[src/rtl/muldiv_sequencer_if.sv]
// Issue/control bundle between ID/EX and the mul/div sequencer.
// master: start, op_funct, abort out; ctrl, busy, done, stall, step in.
interface muldiv_sequencer_if #(
   parameter int FUNC_W = 6,
   parameter int CW     = 5
);
   logic              start;
   logic [FUNC_W-1:0] op_funct;
   logic              abort;
   logic [FUNC_W-1:0] ctrl;
   logic              busy;
   logic              done;
   logic              stall;
   logic [CW-1:0]     step;

   modport master (
      output start, op_funct, abort,
      input  ctrl, busy, done, stall, step
   );

   modport slave (
      input  start, op_funct, abort,
      output ctrl, busy, done, stall, step
   );
endinterface

[src/rtl/muldiv_sequencer.sv]
// Multi-cycle MULT/MULTU/DIV/DIVU sequencer for the EX stage.
// Ports: clk, rst_n (sync, active-low), bus (slave: issue in, control out).
module muldiv_sequencer #(
   parameter int                CYCLES    = 32,
   parameter int                FUNC_W    = 6,
   parameter logic [FUNC_W-1:0] DONE_CODE = {FUNC_W{1'b1}},
   parameter logic [FUNC_W-1:0] IDLE_CODE = '0,
   localparam int               CW        = $clog2(CYCLES)
) (
   input logic               clk,
   input logic               rst_n,
   muldiv_sequencer_if.slave bus
);
   typedef enum logic [1:0] {
      S_IDLE,
      S_RUN,
      S_DONE
   } state_t;

   state_t            state, state_d;
   logic [FUNC_W-1:0] funct_q, funct_d;
   logic [FUNC_W-1:0] ctrl_q, ctrl_d;
   logic              busy_q, busy_d;
   logic              done_q, done_d;
   logic [CW-1:0]     step_q, step_d;

   logic valid_op;
   logic accept;
   logic last;

   assign valid_op = (bus.op_funct == FUNC_W'(24)) |
                     (bus.op_funct == FUNC_W'(25)) |
                     (bus.op_funct == FUNC_W'(26)) |
                     (bus.op_funct == FUNC_W'(27));

   // Reset masks the issue so a held start never freezes the pipe.
   assign accept = rst_n & bus.start & valid_op &
                   (state != S_RUN) & ~bus.abort;

   assign last = (step_q == CW'(CYCLES - 1));

   assign bus.stall = accept |
                      (rst_n & (state == S_RUN) & ~bus.abort);

   always_comb begin
      state_d = state;
      funct_d = funct_q;
      ctrl_d  = IDLE_CODE;
      busy_d  = 1'b0;
      done_d  = 1'b0;
      step_d  = '0;
      unique case (state)
         S_IDLE, S_DONE: begin
            if (accept) begin
               state_d = S_RUN;
               funct_d = bus.op_funct;
               ctrl_d  = bus.op_funct;
               busy_d  = 1'b1;
            end else begin
               state_d = S_IDLE;
            end
         end
         S_RUN: begin
            if (bus.abort) begin
               state_d = S_IDLE;
            end else if (last) begin
               state_d = S_DONE;
               ctrl_d  = DONE_CODE;
               done_d  = 1'b1;
            end else begin
               step_d = step_q + CW'(1);
               ctrl_d = funct_q;
               busy_d = 1'b1;
            end
         end
         default: begin
            state_d = S_IDLE;
         end
      endcase
   end

   always_ff @(posedge clk) begin
      if (!rst_n) begin
         state   <= S_IDLE;
         funct_q <= IDLE_CODE;
         ctrl_q  <= IDLE_CODE;
         busy_q  <= 1'b0;
         done_q  <= 1'b0;
         step_q  <= '0;
      end else begin
         state   <= state_d;
         funct_q <= funct_d;
         ctrl_q  <= ctrl_d;
         busy_q  <= busy_d;
         done_q  <= done_d;
         step_q  <= step_d;
      end
   end

   assign bus.ctrl = ctrl_q;
   assign bus.busy = busy_q;
   assign bus.done = done_q;
   assign bus.step = step_q;
endmodule

[src/flat_wrapper.sv]
// flat-port wrapper written by rule: the top's interface ports become plain ports
module muldiv_sequencer_flat 
#(
   parameter int                CYCLES    = 32,
   parameter int                FUNC_W    = 6,
   parameter logic [FUNC_W-1:0] DONE_CODE = {FUNC_W{1'b1}},
   parameter logic [FUNC_W-1:0] IDLE_CODE = '0,
   localparam int               CW        = $clog2(CYCLES)
)
  (clk, rst_n, bus_start, bus_op_funct, bus_abort, bus_ctrl, bus_busy, bus_done, bus_stall, bus_step);
  muldiv_sequencer_if #(.FUNC_W(FUNC_W), .CW(5)) bus_i ();
  input logic clk;
  input logic rst_n;
  input wire logic [$bits(bus_i.start)-1:0] bus_start;
  input wire logic [$bits(bus_i.op_funct)-1:0] bus_op_funct;
  input wire logic [$bits(bus_i.abort)-1:0] bus_abort;
  output wire logic [$bits(bus_i.ctrl)-1:0] bus_ctrl;
  output wire logic [$bits(bus_i.busy)-1:0] bus_busy;
  output wire logic [$bits(bus_i.done)-1:0] bus_done;
  output wire logic [$bits(bus_i.stall)-1:0] bus_stall;
  output wire logic [$bits(bus_i.step)-1:0] bus_step;
  assign bus_i.start = bus_start;
  assign bus_i.op_funct = bus_op_funct;
  assign bus_i.abort = bus_abort;
  assign bus_ctrl = bus_i.ctrl;
  assign bus_busy = bus_i.busy;
  assign bus_done = bus_i.done;
  assign bus_stall = bus_i.stall;
  assign bus_step = bus_i.step;
  muldiv_sequencer #(.CYCLES(CYCLES), .FUNC_W(FUNC_W), .DONE_CODE(DONE_CODE), .IDLE_CODE(IDLE_CODE)) u_core (.clk(clk), .rst_n(rst_n), .bus(bus_i));
endmodule
[config.mk]
export PLATFORM = sky130hd
export DESIGN_NAME = muldiv_sequencer_flat
export DESIGN_NICKNAME = d
export VERILOG_FILES = /design/src/rtl/muldiv_sequencer_if.sv /design/src/rtl/muldiv_sequencer.sv /design/src/flat_wrapper.sv
export SDC_FILE = /design/constraint.sdc
export NUM_CORES = 1
export LEC_CHECK = 0
export CORE_AREA = 2 2 46 48
export CTS_BUF_LIST = sky130_fd_sc_hd__clkbuf_8
export DETAILED_ROUTE_END_ITERATION = 7
export DIE_AREA = 0 0 48 50
export HOLD_SLACK_MARGIN = 0.15
export PLACE_DENSITY = 0.73
export SYNTH_ARGS = -nofsm -noshare
export SYNTH_HDL_FRONTEND = slang
export SYNTH_SLANG_ARGS = --single-unit
[constraint.sdc]
create_clock -name clk -period 1.24 [get_ports clk]
set_input_delay 0.248 -clock clk [delete_from_list [all_inputs] [get_ports clk]]
set_output_delay 0.248 -clock clk [all_outputs]
set_load 0.02 [all_outputs]
======== Yosys cells after proc, flatten, opt, wreduce, memory -nomap -nowiden ========
Index checks and enable logic that the tools add are counted.
word-level totals
  memories ................................ 0
  memory bits (read-only) ................. 0
  output and inout bits ................... 14
  word-level logic and storage cells ...... 47
  flip-flop bits (word level) ............. 21
  latch bits .............................. 0
  input bits .............................. 10
  RAM bits ................................ 0
operators by class
  reductions and logical operators ........ 5
  $mul .................................... 0
  $lt $le $gt $ge ......................... 0
  mux-type cells .......................... 13
  bitwise logic cells ..................... 13
  equal/unequal tests ..................... 9
  div/mod/pow operators ................... 0
  shift operators ......................... 0
  $add $sub $neg .......................... 1
operators by type and width
  kind                 number
  $eq 6x5->1 const B   4
  $mux 6               3
  $pmux 6 s2           1
  $and 1x1->1          6
  $add 5x1->5 const B  1
  $eq 5x5->1 const B   1
  $mux 1               5
  $mux 2               2
  $or 1x1->1           4
  $pmux 2 s2           1
  $reduce_or 4->1      1
  $ne 3x2->1 const B   1
  $not 1->1            3
  $reduce_or 3->1      1
  $eq 2x1->1 const B   1
  $eq 2x2->1 const B   1
  $logic_not 2->1      1
  $ne 2x1->1 const B   1
  $pmux 1 s2           1
  $reduce_and 2->1     1
  $reduce_or 2->1      1

======== Longest topological paths before layout ========
  word-level depth ........................ 9
  mapped depth ............................ 5
  gate-level depth less buffers ........... 5

======== Worst setup path before layout ========
OpenSTA, ideal clock, no wires.
  path type ............................... reg2reg
  start ................................... register u_core.step_q[0], in the netlist u_core.bus.step[0]
  end ..................................... register u_core.busy_q, in the netlist u_core.bus.busy
  data arrival time ....................... 1.335 ns
  setup slack ............................. -0.215 ns
  data required time ...................... 1.120 ns
  path buffers ............................ 0
  period minus slack after synthesis ...... 1.455 ns
  library setup time ...................... 0.120 ns
  stages on the path, launching flop included .. 6
  cell sequence ........................... dfxtp_1 -> ha_1 -> and3_1 -> ha_1 -> nand2b_1 -> nand2_1
between the ends
  longest elaborated chain between the ends .. 4
ends and longest elaborated chain
  what                    RTL line                source
  from (decl)             muldiv_sequencer.sv:25  logic [CW-1:0] step_q, step_d;
  from (signal assigned)  muldiv_sequencer.sv:96  step_q <= step_d;
  $eq 5x5->1              muldiv_sequencer.sv:40  assign last = (step_q == CW'(CYCLES - 1));
  named net u_core.last   muldiv_sequencer.sv:29  logic last;
  $mux 1                  muldiv_sequencer.sv:66  end else if (last) begin
  $mux 1                  muldiv_sequencer.sv:64  if (bus.abort) begin
  $pmux 1 s2              muldiv_sequencer.sv:52  unique case (state)
  to (signal assigned)    muldiv_sequencer.sv:94  busy_q <= busy_d;
  to (decl)               muldiv_sequencer.sv:23  logic busy_q, busy_d;
The timed path passes the listed nets, and every way through them passes these cells.
A chain may end at the register's enable or synchronous reset.

======== Final worst setup path ========
  start ................................... register u_core.state[1]
  end ..................................... output port bus_stall
between the ends
  longest elaborated chain between the ends .. 4
  elaborated cells between the ends (all ways) .. 7
  those cells by class .................... eq/ne: 2; bitwise: 5
ends and longest elaborated chain
  what                                      RTL line                                        source
  from (decl)                               muldiv_sequencer.sv:20                          state_t state, state_d;
  from (signal assigned)                    muldiv_sequencer.sv:91                          state <= state_d;
  $ne 2x1->1 or $eq 2x1->1 (tied branches)  muldiv_sequencer.sv:38, muldiv_sequencer.sv:43
  $and 1x1->1, on equally long branches     muldiv_sequencer.sv:37, muldiv_sequencer.sv:43
  $and 1x1->1, on equally long branches     muldiv_sequencer.sv:38, muldiv_sequencer.sv:43
  $or 1x1->1 (*)                            muldiv_sequencer.sv:42                          assign bus.stall = accept |
  to (decl)                                 flat_wrapper.sv:20                              output wire logic [$bits(bus_i.stall)-1:0] bus_stall;
Mark *: on every way between the ends. The rest lies on a longest branch, timed or not.

==> impl_metrics.env <==
export IMPL_n_antenna_cell=0
export IMPL_grtUsageMet3_pct=3.663
export IMPL_routed_via_density=4.636
export IMPL_crit_required_ns=0.99
export IMPL_holdPathStages=2
export IMPL_drtAntennaViolNets=0
export IMPL_regArea_sq_um=426.7
export IMPL_cp_end_kind="output port"
export IMPL_min_path_type="flop to flop"
export IMPL_drt_iter0_drc=5
export IMPL_drive_gt1_share_pct=35.34
export IMPL_p_switching_mw=0.2333
export IMPL_power_frac_seq_pct=57.7
export IMPL_die_h_um=50
export IMPL_crit_type="flop to output port"
export IMPL_yosysWarnings=0
export IMPL_synth_seq_cells=21
export IMPL_hold_end="u_core.funct_q[4]"
export IMPL_worstMarginPinSlew_ns=0.2852
export IMPL_timing_final_ws_setup_ns=-0.1418
export IMPL_dieArea_sq_mm=0.002400
export IMPL_synthDistinctLibCells=21
export IMPL_timing_fmax_mhz=723.7
export IMPL_overflow=0
export IMPL_r2r_start="u_core.bus.step[1]"
export IMPL_most_common_layout_cells="dfxtp_1, buf_4, dlygate4sd2_1"
export IMPL_startpoint_type="flop"
export IMPL_r2r_end="u_core.bus.busy"
export IMPL_final_area_sq_mm=0.001236
export IMPL_violations="negative setup slack"
export IMPL_path_cells="nor3b_4 > nand2_1 > o21ai_1 > buf_4"
export IMPL_drt_total_wl_mm=1.613
export IMPL_grt_max_degree=13
export IMPL_ff2ff_path_depth=5
export IMPL_critPathBufInv=1
export IMPL_status="complete, but fails checks"
export IMPL_power_density_mw_per_mm2=945.9
export IMPL_dp_cells=133
export IMPL_core_area_sq_mm=0.001902
export IMPL_seq_area_frac_synth_pct=56.57
export IMPL_cts_buffer_depth=2
export IMPL_num_rows=16
export IMPL_syn_inst=74
export IMPL_synthesis_area_sq_um=743.2
export IMPL_start_util_pct=39.08
export IMPL_avgRoutedWirePerCell_um=11.28
export IMPL_pwr_share_clk_pct=37.2
export IMPL_clock_sinks=21
export IMPL_place_hpwl_mm=1.025
export IMPL_cts_root_buf="clkbuf_8"
export IMPL_synth_fp_nets=86
export IMPL_swShare_pct=19.95
export IMPL_post_route_period_util_pct=111.4
export IMPL_antenna_found_initial=0
export IMPL_hold_viol_final=0
export IMPL_gp_congestion=0.6302
export IMPL_htree_levels=1
export IMPL_cts_buffers=3
export IMPL_placed_area_sq_mm=0.001099
export IMPL_cts_tree="done"
export IMPL_critical_path_top_delay_family="flip-flops"
export IMPL_numPortBuffers=23
export IMPL_gr_usage_met1_pct=17.54
export IMPL_met2_usage_pct=22.22
export IMPL_p_comb_share_pct=5.1
export IMPL_worst_skew_pair_late_latency_ns=0.26
export IMPL_setup_viol=3
export IMPL_rrSetupSlack_ns=0.05
export IMPL_cap_violations=0
export IMPL_ir_worst_vdd_mv=0.7472
export IMPL_grt_busiest_layer="met2"
export IMPL_p_int_mw=0.9361
export IMPL_drc=0
export IMPL_slew_headroom_pct=80.85
export IMPL_grt_pass1_wl_mm=2.456
export IMPL_drv_slew=0
export IMPL_pin_count=24
export IMPL_die_w_um=48
export IMPL_clk_pin_slew_worst_paths_ns=0.07
export IMPL_cp_arrival_ns=1.13
export IMPL_instances_no_fill=143
export IMPL_grt_setup_unrepaired="yes"
export IMPL_firstDrtPassIters=2
export IMPL_period_minus_slack_ns=1.382
export IMPL_cp_max_fo=2
export IMPL_syn2layout_area_growth_pct=66.33
export IMPL_slowest_stage="dfxtp_1"
export IMPL_grtUsageTotal_pct=14.45
export IMPL_final_nets=129
export IMPL_final_common_cell="dfxtp_1"
export IMPL_crit_path_max_incr_delay_ns=0.34
export IMPL_multiInputGateArea_sq_um=364.1
export IMPL_fillers=169
export IMPL_power_total_mw=1.169
export IMPL_vias=663
export IMPL_skew_ns=0.003915
export IMPL_worstHoldStart="u_core.funct_q[4]"
export IMPL_grt_pass1_vias=601
export IMPL_avgSynthCellArea_sq_um=10.04
export IMPL_leakage_nw=0.6005
## stage by stage
stage	TNS, ns	hold WS, ns	setup WS (ns)	util [%]
6_report	-0.1700	0.4429	-0.1418	65.00
5_1_grt	-0.4562	0.4663	-0.2150	65.00
3_5_place_dp	-6.975	0.4216	-0.8150	57.76
2_1_floorplan	0	0.3962	0.01090	-
3_3_place_gp	-6.083	0.4200	-0.7776	57.76
4_1_cts	-0.2582	0.4356	-0.2335	61.12
## worst max-delay path by stage
stage                        from                  to  slack [ns]  depth (start not counted)
6_report          u_core.state[1]           bus_stall       -0.14                          4
5_1_grt           u_core.state[0]           bus_stall       -0.22                          4
4_1_cts           u_core.state[0]           bus_stall       -0.23                          4
3_5_place_dp            bus_abort           bus_stall       -0.81                          5
3_3_place_gp            bus_abort           bus_stall       -0.78                          5
2_1_floorplan  u_core.bus.step[0]  u_core.bus.ctrl[3]        0.01                          5
## cell usage after synthesis, drive strengths merged
library cell / count / share of area, %
nand3: 2 / 1.3
dfxtp: 21 / 57
nor2: 9 / 4.5
ha: 2 / 3.4
nor3b: 1 / 1.0
nand2: 7 / 3.5
nand2b: 1 / 0.84
and2: 2 / 1.7
xnor2: 1 / 1.2
nand4b: 1 / 2.0
nor2b: 2 / 1.7
mux2i: 2 / 2.7
and3: 3 / 2.5
inv: 5 / 2.5
xor2: 1 / 1.2
buf: 2 / 2.2
o21ai: 7 / 4.7
and4bb: 2 / 3.4
a21boi: 3 / 3.0
## kinds of logic (layout without fill, tap and decap cells)
kind of cell | after synthesis | in the layout | share of synthesized area, %
muxes | 2 | 2 | 2.694
AOI/OAI and AO/OA | 10 | 10 | 7.743
and+or+nand+nor | 30 | 30 | 22.56
buffers and inverters | 7 | 49 | 4.713
adders and majority gates | 2 | 2 | 3.366
DFF | 21 | 21 | 56.57
xor gates and xnor gates | 2 | 2 | 2.357
## tightest hold or removal path, stage by stage, from the launching register on
cell and delay (ns):
dfxtp_1 0.31, nand2_1 0.05, nand2_1 0.04
## timing repair
| item | 4_1_cts | 5_1_grt |
|---|---|---|
| gates cloned | 0 | 1 |
| pin swaps | 4 | 8 |
| hold buffers | 0 | 0 |
| resized for setup | 35 | 21 |
| endpoints found under the setup margin | 31 | 21 |
| setup buffers | 2 | 3 |
## registers in the layout, indices dropped and copies added, names as in the netlist
register,count
u_core.bus.done,1
u_core.bus.busy,1
u_core.bus.step,5
u_core.funct_q,6
u_core.bus.ctrl,6
u_core.state,2
## layout make-up
cell class	count	area share, %
sequential	21	34.51
multi-input combinational	46	29.45
timing repair buffer	40	28.04
clock buffer	3	3.340
tap	27	2.733
inverter	5	1.518
clock inverter	1	0.4049
## layer usage
metal	up-vias	part of all wire (%)	routed length, um
li1	328	-	-
met1	313	41	659
met2	20	53	848
met3	2	5.1	83
met4	0	1.3	21
met5	-	0	0
## power by group through the flow
stage	clock network (mW)	registers, mW	logic, mW
global route	0.483	0.675	0.0645
CTS	0.451	0.675	0.0545
global placement	0	0.690	0.0563
floorplan	0	0.691	0.0145
detailed placement	0	0.691	0.0572
finish	0.435	0.675	0.0596
No activity file was read; power rests on OpenSTA's default activity.
